--- config.mk ---
export PLATFORM = sky130hd
export DESIGN_NAME = blowfish_round_ctrl
export DESIGN_NICKNAME = d
export VERILOG_FILES = /design/src/rtl/blowfish_round_ctrl.sv
export SDC_FILE = /design/constraint.sdc
export NUM_CORES = 1
export LEC_CHECK = 0
export BUFFER_PORTS_ARGS = -buffer_cell sky130_fd_sc_hd__buf_2
export CORE_UTILIZATION = 50
export CTS_BUF_LIST = sky130_fd_sc_hd__clkbuf_4
export DETAILED_ROUTE_END_ITERATION = 16
export GPL_TIMING_DRIVEN = 0
export PLACE_DENSITY = 0.76
export SYNTH_ARGS = -nofsm -noshare
export SYNTH_HDL_FRONTEND = slang
export SYNTH_SLANG_ARGS = --single-unit
--- constraint.sdc ---
create_clock -name clk -period 3.9 [get_ports clk]
set_clock_uncertainty 0.1 [all_clocks]
set_input_delay 0.78 -clock clk [delete_from_list [all_inputs] [get_ports clk]]
set_output_delay 0.78 -clock clk [all_outputs]
set_load 0.05 [all_outputs]
--- src/rtl/blowfish_round_ctrl.sv ---
// Blowfish round sequencer.
// Walks one 64-bit block through 16 Feistel rounds using an external P-array
// store (combinational read) and a shared F-function ROM with F_LAT edges of
// latency, then applies the two output whitening steps and reports the result
// through a start/busy/done handshake.
module blowfish_round_ctrl #(
  parameter int F_LAT = 1
) (
  input  logic        clk,
  input  logic        rst,
  input  logic        start,
  input  logic        decrypt,
  input  logic [63:0] din,
  output logic [4:0]  p_idx,
  input  logic [31:0] p_data,
  output logic [31:0] f_in,
  input  logic [31:0] f_out,
  output logic        busy,
  output logic        done,
  output logic [63:0] dout
);

  typedef enum logic [2:0] {
    s_idle,
    s_xorp,
    s_wait,
    s_mix,
    s_fin1,
    s_fin2
  } state_t;

  // Last value of the wait counter before the ROM result is usable.
  localparam logic [2:0] WCNT_LAST = 3'(F_LAT - 1);

  state_t      state;
  state_t      state_nxt;

  logic [31:0] l_q;
  logic [31:0] r_q;
  logic [3:0]  rnd;
  logic [2:0]  wcnt;
  logic        dec_q;

  logic [31:0] l_nxt;
  logic [31:0] r_nxt;
  logic [3:0]  rnd_nxt;
  logic [2:0]  wcnt_nxt;
  logic        dec_nxt;
  logic [31:0] f_in_nxt;
  logic        busy_nxt;
  logic        done_nxt;
  logic [63:0] dout_nxt;

  // Round subkey: encryption walks P[0..15], decryption walks P[17..2].
  function automatic logic [4:0] round_key(input logic [3:0] r, input logic dec);
    logic [4:0] ke;
    ke = {1'b0, r};
    return dec ? (5'd17 - ke) : ke;
  endfunction

  // Output whitening subkeys: first step P[16]/P[1], second step P[17]/P[0].
  function automatic logic [4:0] final_key(input logic second, input logic dec);
    logic [4:0] ke;
    if (second) ke = dec ? 5'd0 : 5'd17;
    else        ke = dec ? 5'd1 : 5'd16;
    return ke;
  endfunction

  // State register; reset abandons any block in flight.
  always_ff @(posedge clk) begin
    if (!rst) state <= s_idle;
    else      state <= state_nxt;
  end

  // Half-block, counters, ROM operand and result registers.
  always_ff @(posedge clk) begin
    if (!rst) begin
      l_q   <= '0;
      r_q   <= '0;
      rnd   <= '0;
      wcnt  <= '0;
      dec_q <= 1'b0;
      f_in  <= '0;
      busy  <= 1'b0;
      done  <= 1'b0;
      dout  <= '0;
    end else begin
      l_q   <= l_nxt;
      r_q   <= r_nxt;
      rnd   <= rnd_nxt;
      wcnt  <= wcnt_nxt;
      dec_q <= dec_nxt;
      f_in  <= f_in_nxt;
      busy  <= busy_nxt;
      done  <= done_nxt;
      dout  <= dout_nxt;
    end
  end

  // Next-state, next-register values and the P-array index for each state.
  always_comb begin
    state_nxt = state;
    l_nxt     = l_q;
    r_nxt     = r_q;
    rnd_nxt   = rnd;
    wcnt_nxt  = wcnt;
    dec_nxt   = dec_q;
    f_in_nxt  = f_in;
    busy_nxt  = busy;
    done_nxt  = 1'b0;
    dout_nxt  = dout;
    p_idx     = 5'd0;

    case (state)
      s_idle: begin
        if (start) begin
          l_nxt     = din[63:32];
          r_nxt     = din[31:0];
          dec_nxt   = decrypt;
          rnd_nxt   = 4'd0;
          busy_nxt  = 1'b1;
          state_nxt = s_xorp;
        end
      end

      s_xorp: begin
        // The whitened left half is both kept and sent to the ROM; f_in is
        // only written here so it stays stable while the ROM works.
        p_idx     = round_key(rnd, dec_q);
        l_nxt     = l_q ^ p_data;
        f_in_nxt  = l_q ^ p_data;
        wcnt_nxt  = 3'd0;
        state_nxt = s_wait;
      end

      s_wait: begin
        wcnt_nxt = wcnt + 3'd1;
        if (wcnt == WCNT_LAST) state_nxt = s_mix;
      end

      s_mix: begin
        // Fold F(L) into R and swap halves.
        l_nxt = r_q ^ f_out;
        r_nxt = l_q;
        if (rnd == 4'd15) begin
          state_nxt = s_fin1;
        end else begin
          rnd_nxt   = rnd + 4'd1;
          state_nxt = s_xorp;
        end
      end

      s_fin1: begin
        // Undo the last swap and whiten the right half.
        p_idx     = final_key(1'b0, dec_q);
        l_nxt     = r_q;
        r_nxt     = l_q ^ p_data;
        state_nxt = s_fin2;
      end

      s_fin2: begin
        p_idx     = final_key(1'b1, dec_q);
        dout_nxt  = {l_q ^ p_data, r_q};
        done_nxt  = 1'b1;
        busy_nxt  = 1'b0;
        state_nxt = s_idle;
      end

      default: begin
        state_nxt = s_idle;
      end
    endcase
  end

endmodule

==> metrics <==
RSZ-0062 raised after global routing false; CP endpoint kind output port; Congestion Overflow GR 0; first-pass GRT wire length 44.9 mm; Crit Path Class reg -> out; DP HPWL 21.5 mm; CP max FO 10; post-synth design cell area 8860 µm²; root buf cell clkbuf_4; post-place setup slack 1.05 ns; type of the most critical hold path in -> reg; Synth warnings 0; Inserted Clock Buffers 17; Placed Area 10300 µm²; status completed; maximum VDD drop 231 µV; Final Util 0.612; R2R setup slack 1.41 ns; final setup margin 0.356 ns; Req. time, crit path 3.02 ns; Leak 4.78 nW; Syn Inst Count 1013; Post-CTS Hold Buffers 0; RR Endpoint f_in[30]; number of cells upsized or downsized after cts 0; Yosys reg bits 173; Async SR Flop Fraction 0; WL/cell 19.8 µm; GRT Total Usage 0.323; Most Used Layer, Global Route met2; Hold Path Origin decrypt; PwrDens 439 nW/µm²; Die Wd 135 µm; area grow syn2layout 19.5%; H-tree depth 4; Max clock buf depth 2; clock latency at the later pin of the worst-skew pair 0.59 ns; share of cells above drive strength 1 0.220; I/O Buffers 233; GR Util met3 0.0758; CORE AREA 17300 µm²; total power 4.65 mW; number of remaining DRC errors 0; fmax 282 MHz; GP Congestion 0.932; CTS tree done; full die area 18300 µm²; final WL 29.7 mm; I/O Pins 235; Worst R2R Start state[1]; Setup-failing EPs final 0; max-slew violations 0; Synth cell types 42; Worst Hold Path EP dec_q; initial core utilization 0.512; max-capacitance violation count 0; final worst-path cycle share 0.909; post-route minimum period 3.54 ns; ys flop type dfxtp_1; Worst Hold Depth 3; final instance area 10600 µm²; Worst-path clk slew 0.14 ns; largest net degree at the start of global routing 17; CTS Sinks 173; initial antenna violation count 1; number of nets with antenna violations after routing 0; Synth Net Count 1150; die span in y 135 µm; Setup Fix Bufs, Post-CTS 0; reg2reg path depth 6; post-DR vias/cell 5.95; GR Util met2 0.500; DRT Pass-1 Iters 5; Mapped Avg Cell Area 8.75 µm²; Least-Margin Pin Slew 0.831 ns; Seq/Total Area, Yosys 0.391; ant diodes 0; Detailed Route Iter0 Violations 704; Vias 8924; crit start category flop; Relative slew margins 0.446; Post-layout nets 1402; final hold vios 0; Final TNS setup 0 ns; Global Route met1 Usage 0.433; FP Rows 48; worst path arrival time 2.66 ns; number of flops mapped to enable cells by yosys 0; number of global-route vias before repair 8392
## cell usage in the layout, fill, tap and decap left out, drive strengths merged, types with 5 or more instances in the layout
cell / count
buf: 254
dfxtp: 173
nand2: 164
clkbuf: 100
a21boi: 70
a21oi: 68
xnor2: 57
o221ai: 57
o211a: 56
o21ai: 44
xor2: 38
o2bb2ai: 34
o21bai: 30
a32o: 28
nor2: 27
and2: 7
nand2b: 6
inv: 5
o21a: 5
ha: 5
clkinv: 5
## metrics by stage
stage               instances  hold WS (ns)
finish                   1501         0.325
global route             1501         0.316
CTS                      1501         0.318
detailed placement       1471         0.354
global placement         1471         0.352
floorplan                1013         0.374
## power breakdown
part	leakage, nW	internal (mW)	switching [mW]
combinational	3.21	0.521	0.923
clock	0.156	0.460	0.617
sequential	1.41	1.95	0.185
## registers in the layout, indices dropped and copies added (netlist names)
signal  flops
f_in       32
r_q        32
dout       64
dec_q       1
done        1
wcnt        3
l_q        32
state       3
busy        1
rnd         4
## cell usage after synthesis (all sizes together) (2+ instances only)
library cell	number	area [µm²]
dfxtp	173	3460
nand2	164	616
clkbuf	79	297
a21boi	70	526
a21oi	68	340
o221ai	57	512
xnor2	57	499
o211a	56	561
o21ai	44	220
xor2	38	333
o2bb2ai	34	298
o21bai	30	225
a32o	28	280
nor2	27	104
buf	21	108
and2	7	43.8
nand2b	6	37.5
ha	5	62.6
inv	5	18.8
o21a	5	37.5
a221oi	4	35.0
nand3	4	20.0
nor3b	4	30.0
o22ai	4	25.0
a31oi	3	18.8
mux2i	3	30.0
nand3b	3	22.5
nor2b	3	18.8
or2	3	18.8
and3	2	12.5
## cell families (layout without fill, tap and decap cells)
group,count (synthesis),after routing,share of synthesized area
xor+xnor,95,95,0.0939
flops,173,173,0.391
mux,3,3,0.00339
buf+inv,105,368,0.0477
compound gates,404,404,0.348
simple gates,228,228,0.109
fa+ha+maj,5,5,0.00706
## worst max path at each step
stage                  start  endpoint  slack (ns)  depth (start not counted)
CTS                 state[2]  p_idx[0]        0.41                          7
global route        state[2]  p_idx[0]        0.14                          7
floorplan           state[2]  p_idx[0]        1.21                          6
finish              state[2]  p_idx[0]        0.36                          7
detailed placement  state[2]  p_idx[0]        1.05                          7
global placement    state[2]  p_idx[0]        1.10                          7
## critical path: stages, from the launching register on
cell and delay, ns:
dfxtp_1 0.45, clkbuf_1 0.43, clkbuf_1 0.41, o21ai_0 0.15, nor2_1 0.11, a21oi_1 0.05, nor2_1 0.18, buf_2 0.30
## routing by layer
layer | up-vias | part of all wire
li1 | 4188 | -
met1 | 4182 | 0.43
met2 | 480 | 0.45
met3 | 74 | 0.093
met4 | 0 | 0.028
met5 | - | 0
## layout make-up
| type | count | area, µm² |
|---|---|---|
| plain buffers | 100 | 404 |
| clock buffers | 21 | 158 |
| clock inverters | 9 | 121 |
| fillers | 1600 | 6710 |
| inverters | 5 | 18.8 |
| multi-input cells | 735 | 4970 |
| flip-flops and latches | 173 | 3460 |
| well taps | 225 | 282 |
| repair buffers | 233 | 1170 |
Power figures use the tool's default switching activity.
